==> src/rtl/apb_cmd_master_if.sv <==
// ---------------------------------------------------------------------------
// apb_cmd_master_if
// Purpose : bundles the three signal groups around apb_cmd_master
//           - command from the instruction decoder (valid/ready + fields)
//           - APB master bus towards the peripheral slaves
//           - one-cycle response towards execute/writeback
// Modports:
//   master : view of apb_cmd_master (consumes cmd, drives APB + response)
//   slave  : view of the surrounding logic (decoder, slaves, writeback)
// ---------------------------------------------------------------------------
interface apb_cmd_master_if #(
    parameter int NUM_DEVICES = 4
);
    // decoder -> block
    logic                   cmd_valid;
    logic                   cmd_ready;
    logic [3:0]             opcode;
    logic [7:0]             apb_addr;
    logic [7:0]             apb_data;
    logic [3:0]             apb_device;

    // APB bus
    logic [NUM_DEVICES-1:0] psel;
    logic                   penable;
    logic                   pwrite;
    logic [7:0]             paddr;
    logic [7:0]             pwdata;
    logic [7:0]             prdata;
    logic                   pready;
    logic                   pslverr;

    // block -> writeback
    logic                   rsp_valid;
    logic [7:0]             rsp_rdata;
    logic                   rsp_err;

    modport master (
        input  cmd_valid, opcode, apb_addr, apb_data, apb_device,
        output cmd_ready,
        output psel, penable, pwrite, paddr, pwdata,
        input  prdata, pready, pslverr,
        output rsp_valid, rsp_rdata, rsp_err
    );

    modport slave (
        output cmd_valid, opcode, apb_addr, apb_data, apb_device,
        input  cmd_ready,
        input  psel, penable, pwrite, paddr, pwdata,
        output prdata, pready, pslverr,
        input  rsp_valid, rsp_rdata, rsp_err
    );
endinterface

==> src/rtl/apb_cmd_master.sv <==
// ---------------------------------------------------------------------------
// apb_cmd_master
// Purpose : turns one decoded APB command (read or write) into a single APB
//           transfer (SETUP then ACCESS) and returns a one-cycle response with
//           read data and an error flag. Wait states are bounded by a timeout;
//           an out-of-range device index is answered with an error and never
//           touches the bus. Non-APB opcodes are consumed silently.
// Ports   :
//   clk  - system clock, rising edge
//   rst  - synchronous active-high reset
//   bus  - apb_cmd_master_if.master: command (cmd_valid/cmd_ready, opcode,
//          apb_addr, apb_data, apb_device), APB (psel, penable, pwrite,
//          paddr, pwdata, prdata, pready, pslverr), response (rsp_valid,
//          rsp_rdata, rsp_err)
// ---------------------------------------------------------------------------
module apb_cmd_master #(
    parameter int         NUM_DEVICES    = 4,
    parameter int         TIMEOUT_CYCLES = 16,
    parameter logic [3:0] OP_APB_WR      = 4'b1110,
    parameter logic [3:0] OP_APB_RD      = 4'b1111
) (
    input  logic               clk,
    input  logic               rst,
    apb_cmd_master_if.master   bus
);

    localparam int CNT_W = (TIMEOUT_CYCLES > 1) ? $clog2(TIMEOUT_CYCLES) : 1;
    localparam logic [CNT_W-1:0] CNT_LAST = CNT_W'(TIMEOUT_CYCLES - 1);

    typedef enum logic [1:0] {
        IDLE,
        SETUP,
        ACCESS,
        BADDEV
    } state_t;

    state_t                 r_state;
    logic [NUM_DEVICES-1:0] r_psel;
    logic                   r_penable;
    logic                   r_pwrite;
    logic [7:0]             r_paddr;
    logic [7:0]             r_pwdata;
    logic [CNT_W-1:0]       r_wait_cnt;
    logic                   r_rsp_valid;
    logic [7:0]             r_rsp_rdata;
    logic                   r_rsp_err;

    logic                   w_is_apb;
    logic                   w_dev_ok;
    logic [NUM_DEVICES-1:0] w_dev_onehot;

    assign w_is_apb = (bus.opcode == OP_APB_WR) || (bus.opcode == OP_APB_RD);
    assign w_dev_ok = {28'd0, bus.apb_device} < 32'(NUM_DEVICES);

    // Device decode. An out-of-range index yields all zeros, but that case is
    // routed to BADDEV and never reaches psel.
    for (genvar g = 0; g < NUM_DEVICES; g++) begin : g_dev_dec
        assign w_dev_onehot[g] = ({28'd0, bus.apb_device} == 32'(g));
    end

    // Ready is a pure function of state, gated by reset so nothing is accepted
    // in the reset cycle.
    assign bus.cmd_ready = (r_state == IDLE) && !rst;

    always_ff @(posedge clk) begin
        if (rst) begin
            r_state     <= IDLE;
            r_psel      <= '0;
            r_penable   <= 1'b0;
            r_pwrite    <= 1'b0;
            r_paddr     <= '0;
            r_pwdata    <= '0;
            r_wait_cnt  <= '0;
            r_rsp_valid <= 1'b0;
            r_rsp_rdata <= '0;
            r_rsp_err   <= 1'b0;
        end else begin
            // Response strobe is a single-cycle pulse; only terminal
            // transitions below raise it.
            r_rsp_valid <= 1'b0;

            case (r_state)
                IDLE: begin
                    if (bus.cmd_valid && w_is_apb) begin
                        if (w_dev_ok) begin
                            // psel is the latched device index in one-hot
                            // form; it is raised here so the SETUP cycle
                            // already shows it on the bus.
                            r_paddr  <= bus.apb_addr;
                            r_pwdata <= bus.apb_data;
                            r_pwrite <= (bus.opcode == OP_APB_WR);
                            r_psel   <= w_dev_onehot;
                            r_state  <= SETUP;
                        end else begin
                            r_state  <= BADDEV;
                        end
                    end
                    // Non-APB opcodes are consumed by cmd_ready and dropped.
                end

                SETUP: begin
                    r_penable  <= 1'b1;
                    r_wait_cnt <= '0;
                    r_state    <= ACCESS;
                end

                ACCESS: begin
                    if (bus.pready) begin
                        r_psel      <= '0;
                        r_penable   <= 1'b0;
                        r_rsp_valid <= 1'b1;
                        r_rsp_rdata <= r_pwrite ? 8'h00 : bus.prdata;
                        r_rsp_err   <= bus.pslverr;
                        r_state     <= IDLE;
                    end else if (r_wait_cnt == CNT_LAST) begin
                        // Last allowed ACCESS cycle without pready: abort.
                        r_psel      <= '0;
                        r_penable   <= 1'b0;
                        r_rsp_valid <= 1'b1;
                        r_rsp_rdata <= 8'h00;
                        r_rsp_err   <= 1'b1;
                        r_state     <= IDLE;
                    end else begin
                        r_wait_cnt  <= r_wait_cnt + CNT_W'(1);
                    end
                end

                BADDEV: begin
                    r_rsp_valid <= 1'b1;
                    r_rsp_rdata <= 8'h00;
                    r_rsp_err   <= 1'b1;
                    r_state     <= IDLE;
                end

                default: r_state <= IDLE;
            endcase
        end
    end

    assign bus.psel      = r_psel;
    assign bus.penable   = r_penable;
    assign bus.pwrite    = r_pwrite;
    assign bus.paddr     = r_paddr;
    assign bus.pwdata    = r_pwdata;
    assign bus.rsp_valid = r_rsp_valid;
    assign bus.rsp_rdata = r_rsp_rdata;
    assign bus.rsp_err   = r_rsp_err;

endmodule
==> src/flat_wrapper.sv <==
// flat-port wrapper written by rule: the top's interface ports become plain ports
module apb_cmd_master_flat 
#(
    parameter int         NUM_DEVICES    = 4,
    parameter int         TIMEOUT_CYCLES = 16,
    parameter logic [3:0] OP_APB_WR      = 4'b1110,
    parameter logic [3:0] OP_APB_RD      = 4'b1111
)
  (clk, rst, bus_cmd_valid, bus_opcode, bus_apb_addr, bus_apb_data, bus_apb_device, bus_cmd_ready, bus_psel, bus_penable, bus_pwrite, bus_paddr, bus_pwdata, bus_prdata, bus_pready, bus_pslverr, bus_rsp_valid, bus_rsp_rdata, bus_rsp_err);
  apb_cmd_master_if #(.NUM_DEVICES(NUM_DEVICES)) bus_i ();
  input  logic clk;
  input  logic rst;
  input wire logic [$bits(bus_i.cmd_valid)-1:0] bus_cmd_valid;
  input wire logic [$bits(bus_i.opcode)-1:0] bus_opcode;
  input wire logic [$bits(bus_i.apb_addr)-1:0] bus_apb_addr;
  input wire logic [$bits(bus_i.apb_data)-1:0] bus_apb_data;
  input wire logic [$bits(bus_i.apb_device)-1:0] bus_apb_device;
  output wire logic [$bits(bus_i.cmd_ready)-1:0] bus_cmd_ready;
  output wire logic [$bits(bus_i.psel)-1:0] bus_psel;
  output wire logic [$bits(bus_i.penable)-1:0] bus_penable;
  output wire logic [$bits(bus_i.pwrite)-1:0] bus_pwrite;
  output wire logic [$bits(bus_i.paddr)-1:0] bus_paddr;
  output wire logic [$bits(bus_i.pwdata)-1:0] bus_pwdata;
  input wire logic [$bits(bus_i.prdata)-1:0] bus_prdata;
  input wire logic [$bits(bus_i.pready)-1:0] bus_pready;
  input wire logic [$bits(bus_i.pslverr)-1:0] bus_pslverr;
  output wire logic [$bits(bus_i.rsp_valid)-1:0] bus_rsp_valid;
  output wire logic [$bits(bus_i.rsp_rdata)-1:0] bus_rsp_rdata;
  output wire logic [$bits(bus_i.rsp_err)-1:0] bus_rsp_err;
  assign bus_i.cmd_valid = bus_cmd_valid;
  assign bus_i.opcode = bus_opcode;
  assign bus_i.apb_addr = bus_apb_addr;
  assign bus_i.apb_data = bus_apb_data;
  assign bus_i.apb_device = bus_apb_device;
  assign bus_cmd_ready = bus_i.cmd_ready;
  assign bus_psel = bus_i.psel;
  assign bus_penable = bus_i.penable;
  assign bus_pwrite = bus_i.pwrite;
  assign bus_paddr = bus_i.paddr;
  assign bus_pwdata = bus_i.pwdata;
  assign bus_i.prdata = bus_prdata;
  assign bus_i.pready = bus_pready;
  assign bus_i.pslverr = bus_pslverr;
  assign bus_rsp_valid = bus_i.rsp_valid;
  assign bus_rsp_rdata = bus_i.rsp_rdata;
  assign bus_rsp_err = bus_i.rsp_err;
  apb_cmd_master #(.NUM_DEVICES(NUM_DEVICES), .TIMEOUT_CYCLES(TIMEOUT_CYCLES), .OP_APB_WR(OP_APB_WR), .OP_APB_RD(OP_APB_RD)) u_core (.clk(clk), .rst(rst), .bus(bus_i));
endmodule
==> config.mk <==
export PLATFORM = sky130hd
export DESIGN_NAME = apb_cmd_master_flat
export DESIGN_NICKNAME = d
export VERILOG_FILES = /design/src/rtl/apb_cmd_master_if.sv /design/src/rtl/apb_cmd_master.sv /design/src/flat_wrapper.sv
export SDC_FILE = /design/constraint.sdc
export NUM_CORES = 1
export LEC_CHECK = 0
export CORE_UTILIZATION = 42
export CTS_CLUSTER_SIZE = 25
export DETAILED_ROUTE_END_ITERATION = 7
export PLACE_DENSITY = 0.79
export SLEW_MARGIN = 20
export SYNTH_ARGS = -nofsm -noshare
export SYNTH_HDL_FRONTEND = slang
export SYNTH_SLANG_ARGS = --single-unit
==> constraint.sdc <==
create_clock -name clk -period 1.6 [get_ports clk]
set_input_delay 0.32 -clock clk [delete_from_list [all_inputs] [get_ports clk]]
set_output_delay 0.32 -clock clk [all_outputs]
set_load 0.05 [all_outputs]
==> out/results.tsv <==
metric	value	unit
status	completed	
Power Density	881	mW/mm^2
DR iter-0 viols	49	
Worst Setup Path Type	reg -> out	
Total Routed Length	3880	um
Clock Latency Late Sink	290	ps
YS warnings	0	
Max-slew headroom	74.2	%
CP delay by family, top	flip-flops	
FILL cells	321	
gp weighted congestion	0.807	
Synth area leader	dfxtp_1	
cts hold-fix bufs	0	
CP Cell Sequence	inv_2 -> ha_4 -> inv_2 -> nor2_2 -> buf_6	
critical path's largest stage delay	350	ps
CORE AREA	0.00377	sq mm
# H-tree levels	2	
mux contribution to synthesized area	4.74	%
Arrival @ worst endpoint	1160	ps
top-level port count	70	
Pins Over Slew Limit	0	
crit path buf inv count	3	
Seq cells post-synth	38	
drt first pass iters	4	
Syn Area/Cell	9.03	sq um
GRT Total Usage	19.5	%
FP Rows	22	
fin crit share	92.7	%
port buffer count	69	
setup violators final	0	
Synth top area share	45.0	%
Inserted Diodes	0	
Fin. Hold Viols	0	
setup TNS	0	ps
Root Buffer	clkbuf_8	
Synth area leaders	dfxtp_1 (45%), nand2_1 (9.3%), a21oi_2 (5.2%)	
commonest non-fill, non-tap cell in the layout	buf_4	
max frequency	675	MHz
clock slew seen by the registers of the worst setup and hold paths	80	ps
Max Cap Viol	0	
critical path data required time	1280	ps
total CTS buffers	5	
Cell variety after synth	34	
Synth Area in XOR/XNOR	1.04	%
vias in the first global route	1442	
Power, Total	0.00224	W
hold slack	418	ps
wire length of the first global-routing pass	6350	um
Lkg Pwr	1.05	nW
sequential element share of the synthesized area	45.0	%
grt total ovfl	0	
Via Count	1539	
Tightest Hold Check Type	in -> reg	
post-synthesis simple-gate area fraction	24.1	%
vias per cell	4.84	
Wirelength per Cell	12.2	um
# DRC	0	
post-synthesis adder-cell area fraction	3.70	%
Critical Path Sink Type	output pin	
Max VDD drop	0.587	mV
setup bufs post-CTS	0	
largest net degree at the start of global routing	21	
Synth Area in Compound Gates	15.3	%
Layout Nets	311	
area grow syn2layout	50.4	%
main combinational cell family by area after synthesis	simple AND/OR/NAND/NOR gates	
most used cell along the critical path	inv_2	
syn_nets	229	
Die ar.	0.00428	sq mm
post-route ant nets	0	
CTS tree	done	
share of cells above drive strength 1	31.1	%
RSZ-0062 raised after global routing	false	
CP Launch Type	flop	
register-to-register setup slack	140	ps
Mapped Cells	187	
critical-path maximum fanout	4	
Max clock buf depth	2	
DP Cell Count	310	
Worst path slowest cell	dfxtp_2	
Die Y	65.4	um
Non-Filler Instances	318	
Sink Count	38	
Detailed Place HPWL	2950	um
Clock Skews	7.45	ps
Tightest Pin Transition	383	ps
most frequent cells in the layout	buf_4 (44), nand2_1 (42), dfxtp_1 (36)	
Synth Cell Area	0.00169	sq mm
fin crit period	1480	ps
Initial Util	44.8	%
die width	65.4	um
initial antenna violation count	0	
-- synthesized netlist by cell type --
cell	count
a211oi_1	1
a211oi_2	1
a21o_1	1
a21oi_1	10
a21oi_2	10
a2bb2oi_1	1
a31oi_4	1
and2_1	1
and2_4	1
and3_1	1
and4_1	1
buf_12	2
buf_2	5
buf_4	1
clkbuf_1	1
dfxtp_1	38
ha_1	5
inv_1	7
mux2i_1	8
nand2_1	42
nand2_2	4
nand2b_1	12
nand3_1	3
nor2_1	12
nor3_1	2
nor3b_4	1
nor4_1	1
nor4b_1	1
nor4b_2	1
o21ai_0	4
o22ai_1	3
o2bb2ai_1	2
o31ai_1	1
xor2_1	2
-- kinds of logic (layout without fill, tap and decap cells) --
kind of cell,after synthesis,after routing
DFF,38,38
muxes,8,8
buffers and inverters,16,99
xor gates and xnor gates,2,2
adders and majority gates,5,5
AOI/OAI and AO/OA,35,35
and+or+nand+nor,83,83
-- power breakdown --
group          total, W  internal, W  switching, W  leakage [nW]
sequential      0.00101     0.000986     0.0000242         0.308
combinational  0.000575     0.000271      0.000305         0.694
clock          0.000651     0.000307      0.000344        0.0452
total           0.00224      0.00156      0.000673          1.05
-- routing by layer --
layer	global-route usage (%)	up-vias	routed length, um
met1	23.9	690	1690
met4	5.71	0	39
met5	0	-	0
met3	7.12	6	318
li1	-	781	-
met2	31.7	62	1830
-- timing repair --
item                                    in CTS  in global routing
gates resized for setup                      4                  6
endpoints found under the setup margin       1                  8
pin swaps                                    0                  1
-- through the flow --
step                      setup WS (ps)  utilization (%)  instance area (sq um)
after floorplan                     162                -                   1690
after CTS                          16.0             67.2                   2530
after detailed placement          -76.0             64.4                   2430
after global routing               15.7             67.4                   2540
final                               117             67.4                   2540
after global placement            -21.7             64.4                   2430
-- worst paths after layout --
| kind | end | cells past startpoint | from |
|---|---|---|---|
| max | bus_cmd_ready | 5 | u_core.r_state[0] |
| min | u_core.bus.pwrite | 2 | rst |
| max reg2reg | u_core.r_state[0] | 7 | u_core.r_state[0] |
| min reg2reg | u_core.bus.paddr[0] | 2 | u_core.bus.paddr[0] |
-- state kept, by name, indices dropped and copies added, names as in the netlist --
| name | flops |
|---|---|
| u_core.bus.paddr | 8 |
| u_core.bus.pwdata | 8 |
| u_core.bus.rsp_rdata | 8 |
| u_core.bus.psel | 4 |
| u_core.r_wait_cnt | 4 |
| u_core.r_state | 2 |
| u_core.bus.penable | 1 |
| u_core.bus.pwrite | 1 |
| u_core.bus.rsp_err | 1 |
| u_core.bus.rsp_valid | 1 |
-- layout make-up --
cell class	instances	area (sq um)	share of cell area, %
Tap cell	48	60.1	2.36
Clock inverter	2	13.8	0.542
Clock buffer	6	72.6	2.86
Inverter	7	26.3	1.03
Sequential cell	38	763	30.0
Timing Repair Buffer	84	757	29.8
Multi-Input combinational cell	133	847	33.3
Power figures use the tool's default switching activity.
